### src/rtl/vend_controller.sv
// Vending transaction controller: credit, dispense, change and error codes.
// All outputs are registered so the display can sample them on the falling edge.
module vend_controller #(
    parameter int PRICE0     = 3,
    parameter int PRICE1     = 5,
    parameter int PRICE2     = 7,
    parameter int MAX_CREDIT = 15,
    parameter int ERR_HOLD   = 8
) (
    input  logic        clk,
    input  logic        rst_n,
    input  logic        coin_valid,
    input  logic [1:0]  coin_value,
    input  logic        select_valid,
    input  logic [1:0]  select_id,
    input  logic        cancel,
    input  logic [2:0]  stock_empty,
    output logic [10:0] credit,
    output logic [1:0]  redlight,
    output logic        dispense_valid,
    output logic [1:0]  dispense_id,
    output logic        change_valid,
    output logic [10:0] change_amount,
    output logic        coin_return,
    output logic        busy
);

    typedef enum logic [1:0] {
        IDLE   = 2'd0,
        CHANGE = 2'd1,
        ERROR  = 2'd2
    } state_t;

    localparam int CW = (ERR_HOLD > 1) ? $clog2(ERR_HOLD) : 1;
    localparam logic [CW-1:0] HOLD_M1 = CW'(ERR_HOLD - 1);
    localparam logic [4:0] MAXC = 5'(MAX_CREDIT);
    localparam logic [3:0] P0 = 4'(PRICE0);
    localparam logic [3:0] P1 = 4'(PRICE1);
    localparam logic [3:0] P2 = 4'(PRICE2);

    localparam logic [1:0] E_FUNDS = 2'd1;
    localparam logic [1:0] E_STOCK = 2'd2;
    localparam logic [1:0] E_INVAL = 2'd3;

    state_t        state_q, state_d;
    logic [3:0]    cred_q, cred_d;
    logic [1:0]    red_q, red_d;
    logic [CW-1:0] cnt_q, cnt_d;
    logic          dv_q, dv_d;
    logic [1:0]    did_q, did_d;
    logic          cv_q, cv_d;
    logic [3:0]    chg_q, chg_d;
    logic          cret_q, cret_d;
    logic          busy_q, busy_d;

    logic [2:0] coin_amt;
    logic [4:0] coin_sum;
    logic [3:0] price;
    logic       sold_out;
    logic [3:0] remain;

    always_comb begin
        coin_amt = 3'd0;
        case (coin_value)
            2'd0:    coin_amt = 3'd1;
            2'd1:    coin_amt = 3'd2;
            2'd2:    coin_amt = 3'd5;
            default: coin_amt = 3'd0;
        endcase
        price    = P0;
        sold_out = 1'b0;
        case (select_id)
            2'd0: begin price = P0; sold_out = stock_empty[0]; end
            2'd1: begin price = P1; sold_out = stock_empty[1]; end
            2'd2: begin price = P2; sold_out = stock_empty[2]; end
            default: begin price = P0; sold_out = 1'b0; end
        endcase
        coin_sum = {1'b0, cred_q} + {2'b00, coin_amt};
        remain   = cred_q - price;
    end

    always_comb begin
        state_d = state_q;
        cred_d  = cred_q;
        red_d   = red_q;
        cnt_d   = cnt_q;
        dv_d    = 1'b0;
        did_d   = 2'd0;
        cv_d    = 1'b0;
        chg_d   = 4'd0;
        cret_d  = 1'b0;
        case (state_q)
            IDLE: begin
                // cancel > select > coin; a coin that loses is returned
                if (cancel) begin
                    cret_d = coin_valid;
                    if (cred_q != 4'd0)
                        state_d = CHANGE;
                end else if (select_valid) begin
                    cret_d = coin_valid;
                    if (select_id == 2'd3) begin
                        state_d = ERROR;
                        red_d   = E_INVAL;
                        cnt_d   = HOLD_M1;
                    end else if (sold_out) begin
                        state_d = ERROR;
                        red_d   = E_STOCK;
                        cnt_d   = HOLD_M1;
                    end else if (cred_q < price) begin
                        state_d = ERROR;
                        red_d   = E_FUNDS;
                        cnt_d   = HOLD_M1;
                    end else begin
                        dv_d   = 1'b1;
                        did_d  = select_id;
                        cred_d = remain;
                        if (remain != 4'd0)
                            state_d = CHANGE;
                    end
                end else if (coin_valid) begin
                    if (coin_value == 2'd3 || coin_sum > MAXC) begin
                        cret_d  = 1'b1;
                        state_d = ERROR;
                        red_d   = E_INVAL;
                        cnt_d   = HOLD_M1;
                    end else begin
                        cred_d = coin_sum[3:0];
                    end
                end
            end
            CHANGE: begin
                cret_d  = coin_valid;
                cv_d    = 1'b1;
                chg_d   = cred_q;
                cred_d  = 4'd0;
                state_d = IDLE;
            end
            ERROR: begin
                cret_d = coin_valid;
                if (cnt_q == '0) begin
                    state_d = IDLE;
                    red_d   = 2'd0;
                end else begin
                    cnt_d = cnt_q - CW'(1);
                end
            end
            default: begin
                state_d = IDLE;
                red_d   = 2'd0;
            end
        endcase
        busy_d = (state_d != IDLE);
    end

    always_ff @(posedge clk or negedge rst_n) begin
        if (!rst_n) begin
            state_q <= IDLE;
            cred_q  <= 4'd0;
            red_q   <= 2'd0;
            cnt_q   <= '0;
            dv_q    <= 1'b0;
            did_q   <= 2'd0;
            cv_q    <= 1'b0;
            chg_q   <= 4'd0;
            cret_q  <= 1'b0;
            busy_q  <= 1'b0;
        end else begin
            state_q <= state_d;
            cred_q  <= cred_d;
            red_q   <= red_d;
            cnt_q   <= cnt_d;
            dv_q    <= dv_d;
            did_q   <= did_d;
            cv_q    <= cv_d;
            chg_q   <= chg_d;
            cret_q  <= cret_d;
            busy_q  <= busy_d;
        end
    end

    assign credit         = {7'd0, cred_q};
    assign redlight       = red_q;
    assign dispense_valid = dv_q;
    assign dispense_id    = did_q;
    assign change_valid   = cv_q;
    assign change_amount  = {7'd0, chg_q};
    assign coin_return    = cret_q;
    assign busy           = busy_q;

endmodule

### config.mk
export PLATFORM = sky130hd
export DESIGN_NAME = vend_controller
export DESIGN_NICKNAME = d
export VERILOG_FILES = /design/src/rtl/vend_controller.sv
export SDC_FILE = /design/constraint.sdc
export NUM_CORES = 1
export LEC_CHECK = 0
export ABC_AREA = 1
export CAP_MARGIN = 25
export CORE_UTILIZATION = 41
export CTS_BUF_LIST = sky130_fd_sc_hd__clkbuf_8
export DETAILED_ROUTE_END_ITERATION = 10
export PLACE_DENSITY = 0.69
export REMOVE_ABC_BUFFERS = 1
export SYNTH_ARGS = -nofsm -noshare
export SYNTH_HDL_FRONTEND = slang
export SYNTH_SLANG_ARGS = --single-unit
### constraint.sdc
create_clock -name clk -period 5.05 [get_ports clk]
set_input_delay 1.2625 -clock clk [delete_from_list [all_inputs] [get_ports clk]]
set_output_delay 1.2625 -clock clk [all_outputs]
set_load 0.005 [all_outputs]
Yosys cells after proc, flatten, opt, wreduce, memory -nomap -nowiden:

Cells that the tools add are included.
Widths: inputs -> output; s select.

* add/sub/neg operators: 3
* $lt $le $gt $ge: 2
* equality and inequality tests: 18
* mux-type cells: 59
* bitwise gates (word level): 1
* reduce and logical (&&, ||, !) cells: 14

Operator list (count)
* $mux 2: 24
* $mux 4: 8
* $mux 3: 8
* $ne 3x3->1 const B: 6
* $pmux 3 s2: 2
* $reduce_and 6->1: 2
* $mux 1: 11
* $eq 2x2->1 const B: 5
* $pmux 3 s3: 1
* $pmux 4 s2: 1
* $reduce_bool 4->1: 2
* $reduce_and 7->1: 1
* $eq 2x1->1 const B: 3
* $logic_not 2->1: 3
* $ne 2x2->1 const B: 3
* $pmux 2 s3: 1
* $reduce_bool 2->1: 3
* $add 4x3->5: 1
* $gt 5x4->1 const B: 1
* $ne 5x5->1 const B: 1
* $lt 4x4->1: 1
* $pmux 2 s2: 1
* $sub 4x4->4: 1
* $logic_not 3->1: 1
* 6 further kinds: 6

* register bits: 21
* input port bits: 12
* output and inout port bits: 30
* logic and storage cells: 107

Longest topological paths before layout:

* depth in word-level cells: 12
* depth in mapped cells: 12
* gate-level depth less buffers: 12

Worst setup path after synthesis:

Ideal clock, no wire load.

* path kind: input to register
* from: in select_id[1]
* to: reg cnt_q[0]
* library setup time: 65 ps
* arrival time: 2624 ps
* required time: 4985 ps
* slack: 2361 ps
* cell stages on the path: 11
* path buffers: 0
* cells stage by stage: inv_1 ha_1 inv_1 ha_1 nand2_1 a21oi_1 nand2_1 inv_1 o21ai_0 nand3_1 nand2_1

* longest elaborated chain between the ends: 7
* elaborated cells between the ends (all ways): 14
* classes of those cells: order compare: 1; eq/ne: 4; mux: 7; reduce/logical: 2

Ends and longest elaborated chain
* start: declaration: line 15 `input logic [1:0] select_id,`
* parallel branches: the longest is 7 deep, another holds $lt 4x4->1
* end signal: assignment: line 171 `cnt_q <= cnt_d;`
* end: declaration: line 48 `logic [CW-1:0] cnt_q, cnt_d;`

Parallel ways; which one is timed is not known. The select of a mux whose other input is x is not followed.
A chain may end at the register's enable or synchronous reset.

Worst setup path in the final report:

* from: in select_id[0]
* to: reg red_q[1], in the netlist redlight[1]

* longest elaborated chain between the ends: 7
* elaborated cells between the ends (all ways): 14
* classes of those cells: order compare: 1; eq/ne: 4; mux: 7; reduce/logical: 2

Ends and longest elaborated chain
* parallel branches: the longest is 7 deep, another holds $lt 4x4->1
* end signal: assignment: line 170 `red_q <= red_d;`
* end: declaration: line 47 `logic [1:0] red_q, red_d;`

Parallel ways; which one is timed is not known. The select of a mux whose other input is x is not followed.

==> impl_metrics.env <==
export IMPL_place_area_sq_mm=0.00184
export IMPL_drv_slew=0
export IMPL_fillers=385
export IMPL_post_synth_top_count_cell="nand2_1"
export IMPL_cts_tree="built"
export IMPL_num_antenna_cells=0
export IMPL_critPathMaxFanout=4
export IMPL_yosysTopAreaCellShare_pct=33.0
export IMPL_dieArea_sq_mm=0.00413
export IMPL_final_cells=288
export IMPL_post_cts_buffers=0
export IMPL_cts_sinks=21
export IMPL_vias_per_cell=4.72
export IMPL_synth_async_reset_ratio_pct=100
export IMPL_initial_core_util_pct=43.1
export IMPL_start_kind="primary input"
export IMPL_cts_max_level=1
export IMPL_syn_cell_area_sq_mm=0.00159
export IMPL_io_pins=42
export IMPL_synth_area_top_cells="dfrtp_1, ha_1, nand2_1, inv_1, nand3_1"
export IMPL_grt_setup_unrepaired="no"
export IMPL_cts_buffer_depth=2
export IMPL_grt_pass1_wl_mm=5.56
export IMPL_drt_iter0_drc=59
export IMPL_synth_top_area_cell="dfrtp_1"
export IMPL_numCtsBuffers=3
export IMPL_cap_violations=0
export IMPL_critical_path_arrival_ps=3320
export IMPL_die_x_microns=64.3
export IMPL_ant_nets=0
export IMPL_grt_usage_pct=16.8
export IMPL_powerDensity_mw_per_mm2=464
export IMPL_syn_to_final_growth_pct=18.7
export IMPL_cts_resized=0
export IMPL_place_gp_congestion=0.870
export IMPL_report_final_hold_viol_count=0
export IMPL_status="completed"
export IMPL_netlist_instances=212
export IMPL_finalSetupViolations=0
export IMPL_end_kind="flop"
export IMPL_layout_drive_gt1_share_pct=3.75
export IMPL_cts_root_buffer="clkbuf_8"
export IMPL_required_ps=5190
export IMPL_crit_type="primary input to flop"
export IMPL_firstDrtPassIters=4
export IMPL_synth_cell_types=21
export IMPL_ys_flop_type="dfrtp_1"
export IMPL_yosys_warnings=0
export IMPL_fin_crit_ps=3180
export IMPL_synth_edf_count=0
export IMPL_num_vias=1358
export IMPL_grt_max_degree=22
export IMPL_irDropWorstVdd_mv=0.210
export IMPL_worstMarginPinSlew_ps=923
export IMPL_fmax_ghz=0.314
export IMPL_seq_area_sq_um=526
export IMPL_p_leak_nw=1.02
export IMPL_nNetsFinal=272
export IMPL_clock_latency_ps=260
export IMPL_multi_input_area_sq_um=863
export IMPL_place_hpwl_mm=2.39
export IMPL_grt_pass1_vias=1280
export IMPL_syn_area_per_cell_sq_um=7.50
export IMPL_hold_class="flop to flop"
export IMPL_port_buffers=27
export IMPL_rows=22
export IMPL_fin_tns_setup_ps=0
export IMPL_relSlewSlack_pct=38.3
export IMPL_wirelength_mm=3.05
export IMPL_die_height_microns=64.3
export IMPL_fp_coreArea_sq_mm=0.00369
export IMPL_antenna_found_initial=0
export IMPL_drt_wirelength_per_cell_microns=10.6
export IMPL_synth_ff_latch_count=21
export IMPL_design_area_sq_mm=0.00189
export IMPL_post_route_drc_count=0
export IMPL_yosysSeqAreaShare_pct=33.0
export IMPL_grt_ovfl_total=0
export IMPL_synth_common_cells="nand2_1, inv_1, nand3_1, dfrtp_1, nor2_1"
export IMPL_placed_cells=284
export IMPL_finalCritPeriodShare_pct=63.0
export IMPL_finalPower_w=0.000876
export IMPL_ctsHoldBuffers=0
export IMPL_path_clk_slew_ps=70
export IMPL_skew_ps=9.79
-- stage by stage --
stage / hold WS [ps] / setup WS (ps) / util [%]
final: 481 / 1870 / 51.2
after global routing: 511 / 1570 / 51.2
after CTS: 492 / 1870 / 51.2
after detailed placement: 473 / 1600 / 49.9
after global placement: 467 / 1660 / 49.9
after floorplan: 449 / 2360 / -
-- worst max-delay path, cell delays in order --
cell and delay (ps):
clkdlybuf4s50_1 530, inv_1 90, ha_1 280, inv_1 40, ha_1 320, nand2_1 110
a21oi_1 150, nand2_1 120, inv_1 90, nand2_1 60, nand3_1 160, o21ai_0 100
-- report_power, final --
part | switching, W | internal (W) | leakage, nW
Clock | 0.0000567 | 0.0000557 | 0.0217
Combinational | 0.000268 | 0.000213 | 0.731
Sequential | 0.0000527 | 0.000229 | 0.269
Total | 0.000377 | 0.000498 | 1.02
-- sequential cells by signal (all words and copies together), names as in the netlist --
| signal | cells |
|---|---|
| busy | 1 |
| change_valid | 1 |
| chg_q | 4 |
| cnt_q | 3 |
| coin_return | 1 |
| cred_q | 4 |
| dispense_id | 2 |
| dispense_valid | 1 |
| redlight | 2 |
| state_q | 2 |
-- layer usage --
metal	up-vias	part of all wire, %	global-route usage, %	wire, microns
met1	616	49	22.7	1480
li1	700	-	-	-
met3	2	3.5	1.43	107
met2	40	47	29.2	1450
met5	-	0	0	0
met4	0	0.39	3.33	12
-- worst paths after layout --
path	from	to	slack (ps)	depth (start not counted)
max	select_id[0]	redlight[1]	1870	12
min	cnt_q[2]	cnt_q[2]	480	2
max reg2reg	cred_q[0]	redlight[1]	2930	8
min reg2reg	cnt_q[2]	cnt_q[2]	480	2
max in group asynchronous	rst_n	busy	2970	1
min in group asynchronous	rst_n	state_q[0]	1510	1
-- kinds of logic (layout without fill, tap and decap cells) --
kind of cell | count (synthesis) | count (layout) | share of synthesized area [%]
fa+ha+maj | 19 | 19 | 15.9
flops | 21 | 21 | 33.0
simple gates | 100 | 100 | 27.7
other cells | 1 | 14 | 0.236
compound gates | 23 | 23 | 7.40
buf+inv | 48 | 63 | 15.7
-- final cells by class --
cell class              instances  area share (%)
clock inverters                 1           0.398
flip-flops and latches         21            27.8
clock buffers                   3            2.19
repair buffers                 27            14.3
multi-input cells             156            45.7
inverters                      32            6.36
well taps                      48            3.18
-- cell usage in the layout, fill, tap and decap left out --
| master | instances |
|---|---|
| nor3_1 | 1 |
| o21ai_0 | 10 |
| clkbuf_8 | 3 |
| o21ai_1 | 3 |
| clkdlybuf4s50_1 | 27 |
| nor2_4 | 2 |
| nand4_1 | 5 |
| nand2_1 | 49 |
| and3_1 | 1 |
| a21oi_1 | 9 |
| o21a_1 | 1 |
| ha_1 | 17 |
| dfrtp_1 | 21 |
| inv_2 | 2 |
| nor2_1 | 19 |
| conb_1 | 14 |
| clkinvlp_4 | 1 |
| nand3_1 | 22 |
| fa_1 | 2 |
| inv_1 | 30 |
| nand3_2 | 1 |
(Power assumes the default switching activity.)
